**src/rtl/trdb_branch_map.sv**
```systemverilog
// trdb_branch_map: accumulates retired conditional-branch outcomes into an E-Trace branch map
// Ports: clk_i/rst_ni clock and async active-low reset; valid_i/branch_taken_i retired branch
//        and its outcome; flush_i map consumed by the packet emitter; map_o/branches_o
//        accumulated map (1 = not taken) and valid-bit count; is_full_o/is_empty_o count
//        decode; overflow_o sticky flag for a branch dropped while full.
module trdb_branch_map #(
    parameter int unsigned MAP_LEN = 31,
    parameter int unsigned CNT_LEN = 5
) (
    input  logic               clk_i,
    input  logic               rst_ni,
    input  logic               valid_i,
    input  logic               branch_taken_i,
    input  logic               flush_i,
    output logic [MAP_LEN-1:0] map_o,
    output logic [CNT_LEN-1:0] branches_o,
    output logic               is_full_o,
    output logic               is_empty_o,
    output logic               overflow_o
);
    typedef enum logic [1:0] {EMPTY, FILLING, FULL} state_e;
    state_e             state;
    logic [MAP_LEN-1:0] bit_nx;
    always_comb state = branches_o == '0 ? EMPTY : branches_o == CNT_LEN'(MAP_LEN) ? FULL : FILLING;
    assign is_full_o  = state == FULL;
    assign is_empty_o = state == EMPTY;
    // new outcome placed at the first free slot, so bits above the count stay zero
    assign bit_nx = MAP_LEN'(!branch_taken_i) << branches_o;
    // a branch arriving with a flush starts the next map instead of being lost
    always_ff @(posedge clk_i or negedge rst_ni) begin
        if (!rst_ni) begin
            map_o      <= '0;
            branches_o <= '0;
            overflow_o <= 1'b0;
        end else if (flush_i) begin
            map_o      <= MAP_LEN'(valid_i & !branch_taken_i);
            branches_o <= CNT_LEN'(valid_i);
            overflow_o <= 1'b0;
        end else if (valid_i && state == FULL) begin
            overflow_o <= 1'b1;
        end else if (valid_i) begin
            map_o      <= map_o | bit_nx;
            branches_o <= branches_o + CNT_LEN'(1);
        end
    end
endmodule

```
**config.mk**
```make
export PLATFORM = sky130hd
export DESIGN_NAME = trdb_branch_map
export DESIGN_NICKNAME = d
export VERILOG_FILES = /design/src/rtl/trdb_branch_map.sv
export SDC_FILE = /design/constraint.sdc
export NUM_CORES = 1
export LEC_CHECK = 0
export CELL_PAD_IN_SITES_DETAIL_PLACEMENT = 2
export CELL_PAD_IN_SITES_GLOBAL_PLACEMENT = 2
export CORE_ASPECT_RATIO = 0.9
export CORE_MARGIN = 2
export CORE_UTILIZATION = 30
export CTS_CLUSTER_DIAMETER = 50
export DETAILED_ROUTE_END_ITERATION = 10
export GPL_TIMING_DRIVEN = 0
export PLACE_DENSITY = 0.77
export REMOVE_ABC_BUFFERS = 1
export SYNTH_ARGS = -nofsm -noshare
export SYNTH_HDL_FRONTEND = slang
export SYNTH_SLANG_ARGS = --single-unit
```
**constraint.sdc**
```tcl
create_clock -name clk_i -period 2.3 [get_ports clk_i]
set_clock_uncertainty 0.1 [all_clocks]
set_input_delay 0.46 -clock clk_i [delete_from_list [all_inputs] [get_ports clk_i]]
set_output_delay 0.46 -clock clk_i [all_outputs]
set_load 0.05 [all_outputs]
```
# --- Yosys cells after proc, flatten, opt, wreduce, memory -nomap -nowiden ---
# Cells that the tools add are included.
word_totals:
  wordCells: 27
  regBits: 37
  output_inout_bits: 39
  in_bits: 5
classes:
  n_addsub: 1
  bitwise: 2
  n_reduce_logical: 7
  mux: 10
  n_shift: 1
  eq_ne: 3
op_table:
  columns: ["cell", "n"]
  rows:
  - ["$mux W31", 3]
  - ["$or A31 B31 Y31", 1]
  - ["$shl A1 B5 Y31", 1]
  - ["$mux W5", 3]
  - ["$add A5 B1 Y5 const B", 1]
  - ["$eq A5 B5 Y1 const B", 1]
  - ["$logic_not A5 Y1", 1]
  - ["$mux W2", 2]
  - ["$reduce_bool A2 Y1", 2]
  - ["$eq A2 B2 Y1 const B", 1]
  - ["$logic_not A2 Y1", 1]
  - ["$mux W1", 2]
  - ["$ne A2 B2 Y1 const B", 1]
  - ["$reduce_and A2 Y1", 1]
  - ["$and A1 B1 Y1", 1]
  - ["$logic_and A1 B1 Y1", 1]
  - ["$logic_not A1 Y1", 1]

# --- Depth between registers and ports, before layout ---
depth:
  ltp_word: 7
  ltp_mapped: 7
  ltp_nobuf: 6

# --- Least setup slack after synthesis ---
# No wires, ideal clock.
synth_timing:
  path_kind: "reg-to-reg"
  startpoint: "register branches_o[0]"
  endpoint: "register branches_o[3]"
  path_stages_with_launch: 8
  path_slack_ps: -371
  setup_time_ps: 125
  required_time_ps: 2075
  n_path_buf: 1
  t_arrival_ps: 2446
  period_less_slack_ps: 2671
  cell_sequence: "dfrtp_1 -> ha_1 -> and3_1 -> ha_1 -> nor2b_4 -> buf_6 -> nand4_2 -> mux2_4"
synth_via:
  elab_chain_cells: 7
  word_cells_on_any_way: 12
  cone_classes: "1 x add/sub; 3 x eq/ne; 5 x mux; 3 x reduce/logical"
synth_lines:
  columns: ["element", "line", "rtl"]
  rows:
  - ["start, declared", "16", "output logic [CNT_LEN-1:0] branches_o,"]
  - ["start signal, assigned", "37", "branches_o <= CNT_LEN'(valid_i);"]
  - ["start signal, assigned", "43", "branches_o <= branches_o + CNT_LEN'(1);"]
  - ["$eq A5 B5 Y1", "24", "always_comb state = branches_o == '0 ? EMPTY : branches_o == CNT_LEN'(MAP_LEN) ? FULL : FILLING;"]
  - ["$mux W2", "24", null]
  - ["$mux W2 *", "24", null]
  - ["$eq A2 B2 Y1 *", null, null]
  - ["net is_full_o", "17", "output logic is_full_o,"]
  - ["$logic_and A1 B1 Y1 *", "39", "end else if (valid_i && state == FULL) begin"]
  - ["$ne A2 B2 Y1 (no source line) *", null, null]
  - ["$reduce_and A2 Y1 (no source line) *", null, null]
# The timed path passes the listed nets; every way through them passes the cells marked *. The select of a mux whose other input is x is not followed.
# A chain may end at the register's enable or synchronous reset.

# --- Worst setup path in the final report ---
layout_timing:
  startpoint: "register branches_o[0]"
  endpoint: "output is_empty_o"
layout_via:
  elab_chain_cells: 4
  word_cells_on_any_way: 5
  cone_classes: "1 x eq/ne; 2 x mux; 2 x reduce/logical"
layout_lines:
  columns: ["element", "line", "rtl"]
  rows:
  - ["$eq A5 B5 Y1", "24", null]
  - ["$mux W2", "24", null]
  - ["$mux W2 *", "24", null]
  - ["$logic_not A2 Y1 *", "26", "assign is_empty_o = state == EMPTY;"]
  - ["end, declared", "18", "output logic is_empty_o,"]
# Every way passes the cells marked *; elsewhere a longest branch is shown, timed or not.

==> impl_metrics.env <==
export IMPL_status="complete, no violations"
export IMPL_ys_ff_latch=37
export IMPL_place_inst=260
export IMPL_slowest_delay_ns=0.43
export IMPL_overflow=0
export IMPL_period_minus_slack_ns=2.22
export IMPL_vias=1336
export IMPL_hold_violations=0
export IMPL_most_common_layout_cells="clkdlybuf4s50_1 (37), dfrtp_1 (33), inv_1 (22)"
export IMPL_die_height_um=75.3
export IMPL_final_common_cell="clkdlybuf4s50_1"
export IMPL_first_global_vias=1524
export IMPL_fin_cells=271
export IMPL_crit_path_max_fanout=3
export IMPL_worst_path_most_repeated_cell="ha_1"
export IMPL_diodes=0
export IMPL_dr_first_iter_drc_count=41
export IMPL_cts_clk_slew_worst_paths_ns=0.07
export IMPL_drt_pass1_iter_count=4
export IMPL_dp_hpwl_um=3210
export IMPL_synth_cell_types=32
export IMPL_grt_usage_pct=16.4
export IMPL_highest_layer="met3"
export IMPL_port_buffers=43
export IMPL_cts_buffers=5
export IMPL_place_area_sq_um=2140
export IMPL_cp_top_family="flip-flops"
export IMPL_clock_path_buffers=2
export IMPL_peakVddDrop_uv=302
export IMPL_crit_required_ns=1.74
export IMPL_start_util_pct=31.6
export IMPL_fin_crit_sh_pct=96.6
export IMPL_rr_endpoint="branches_o[3]"
export IMPL_core_area_sq_um=5350
export IMPL_rrSetupSlack_ns=0.18
export IMPL_slew_violations=0
export IMPL_final_core_util_pct=42.6
export IMPL_synth_area_sq_um=1690
export IMPL_vias_per_cell=4.93
export IMPL_power_density_nw_per_um2=617
export IMPL_fmax_ghz=0.450
export IMPL_wl_met2_um=2420
export IMPL_netlist_instances=161
export IMPL_cts_num_sinks=37
export IMPL_drc_errors=0
export IMPL_critPathKind="reg -> out"
export IMPL_gp_congestion=0.726
export IMPL_fin_area_sq_um=2280
export IMPL_wl_met1_um=2130
export IMPL_wl_um=4800
export IMPL_htreeDepth=2
export IMPL_avgRoutedWirePerCell_um=17.7
export IMPL_end_kind="output pin"
export IMPL_crit_buf_inv=1
export IMPL_leakage_nw=0.981
export IMPL_path_cells="ha_1 > and3_1 > ha_1 > a21oi_2 > buf_6"
export IMPL_antenna_found_initial=0
export IMPL_fin_hold_ws_ns=0.171
export IMPL_multi_input_area_sq_um=629
export IMPL_startpoint_type="flop"
export IMPL_avgSynthCellArea_sq_um=10.5
export IMPL_r2r_start="branches_o[0]"
export IMPL_cts_root_buf="clkbuf_8"
export IMPL_r2r_cells=6
export IMPL_critPathArrivalTime_ns=1.66
export IMPL_cts_tree="built"
export IMPL_grt_pass1_wl_um=8070
export IMPL_nets=213
export IMPL_boundaryPins=44
export IMPL_die_area_sq_um=6260
export IMPL_drive_gt1_share_pct=16.7
export IMPL_met3_length_um=244
export IMPL_area_growth_pct=34.5
export IMPL_timing_slew_headroom_pct=43.9
export IMPL_grt_max_degree=46
export IMPL_insertion_delay_ns=0.28
export IMPL_ant_nets=0
export IMPL_rsz0062_at_grt="yes"
export IMPL_maxCapViolations=0
export IMPL_setup_viol=0
export IMPL_ys_warn_count=0
export IMPL_worst_pin_slew_ns=0.842
export IMPL_seq_area_frac_synth_pct=54.7
export IMPL_seqCellArea_sq_um=931
export IMPL_crit_path_top_delay_cell="dfrtp_2"
export IMPL_fp_row_count=25
export IMPL_hold_path_class="in -> async"
export IMPL_fp_dieW_um=83.2
export IMPL_n_fill_cell=562
## worst max path at each step
| stage | cells past startpoint | start | endpoint | slack [ns] |
|---|---|---|---|---|
| CTS | 5 | branches_o[0] | is_empty_o | 0.006 |
| detailed placement | 4 | branches_o[1] | is_full_o | -0.61 |
| floorplan | 6 | branches_o[1] | branches_o[3] | -0.39 |
| global route | 4 | branches_o[1] | is_full_o | -0.01 |
| finish | 5 | branches_o[0] | is_empty_o | 0.08 |
| global placement | 4 | flush_i | map_o[9] | -0.60 |
## synth_stat cells
master     n  share of area (%)
nor2b_4    1               0.81
nand2b_1   1               0.37
buf_2      7                2.1
and2b_1    1               0.44
o21ai_2    3                1.6
clkbuf_1   2               0.44
mux2i_1    2                1.2
nand4_2    1               0.74
o211ai_2   1               0.74
inv_1     22                4.9
nor2b_1    3                1.1
mux2_4     1               0.89
and4b_1    1               0.59
a211oi_1   1               0.44
nor2_1    19                4.2
nor3b_1    1               0.44
o22ai_1   19                7.0
xor2_1     1               0.52
nand3b_1   2               0.89
a21oi_1   14                4.1
and3_1     1               0.37
a221o_1    1               0.59
dfrtp_1   37                 55
ha_1       4                3.0
and3b_1    1               0.52
nor4_2     1               0.74
nand2_1    3               0.67
buf_6      1               0.67
nand3_1    3               0.89
and4bb_2   3                2.2
buf_4      1               0.44
nor4b_2    2                1.8
## final cells by class
type / instances / share of cell area (%)
Timing Repair Buffer: 47 / 19.6
Tap cell: 67 / 3.68
Clock inverter: 2 / 1.54
Clock buffer: 5 / 3.02
Sequential cell: 37 / 40.9
Multi-Input combinational cell: 91 / 27.6
Inverter: 22 / 3.63
## cells by family after synthesis
family / Yosys count / synth area share [%]
AND/OR/NAND/NOR: 44 / 16.8
AO/OA/AOI/OAI: 39 / 14.5
flip-flops: 37 / 54.7
buffers and inverters: 33 / 8.50
adder cells (fa/ha/maj): 4 / 2.96
multiplexers: 3 / 2.07
XOR/XNOR: 1 / 0.517
## power by group
group | switching, mW | total (mW) | internal, mW | leakage (nW)
clock | 0.220 | 0.535 | 0.315 | 0.0540
sequential | 0.0115 | 0.673 | 0.662 | 0.505
combinational | 0.132 | 0.196 | 0.0634 | 0.422
total | 0.364 | 1.40 | 1.04 | 0.981
## through the flow
stage,power (mW),TNS [ns],setup WS [ns]
3_3_place_gp,0.858,-19.90,-0.602
3_5_place_dp,0.863,-1.28,-0.610
6_report,1.40,0,0.0789
5_1_grt,1.47,-0.0146,-0.0146
2_1_floorplan,0.782,-9.43,-0.386
4_1_cts,1.42,0,0.00638
## worst register-to-register path, cell delays in order (launching register included)
cell	delay, ns
dfrtp_2	0.43
ha_1	0.21
and3_1	0.22
ha_2	0.27
nor2b_4	0.30
nand4_2	0.15
mux2_4	0.31
## state kept, by name, summed over array words and instances (netlist names)
register / cells
branches_o: 5
map_o: 31
overflow_o: 1
## routing by layer
metal | GRT usage (%) | vias up
met2 | 29.0 | 38
li1 | - | 636
met3 | 3.84 | 0
met4 | 4.37 | 0
met5 | 0 | -
met1 | 20.5 | 662
## timing repair
| item | CTS | global route |
|---|---|---|
| gates cloned | 0 | 0 |
| endpoints found under the setup margin | 23 | 3 |
| gates resized for setup | 18 | 3 |
| hold buffers | 0 | 0 |
| setup buffers | 4 | 0 |
(Power assumes the default switching activity.)
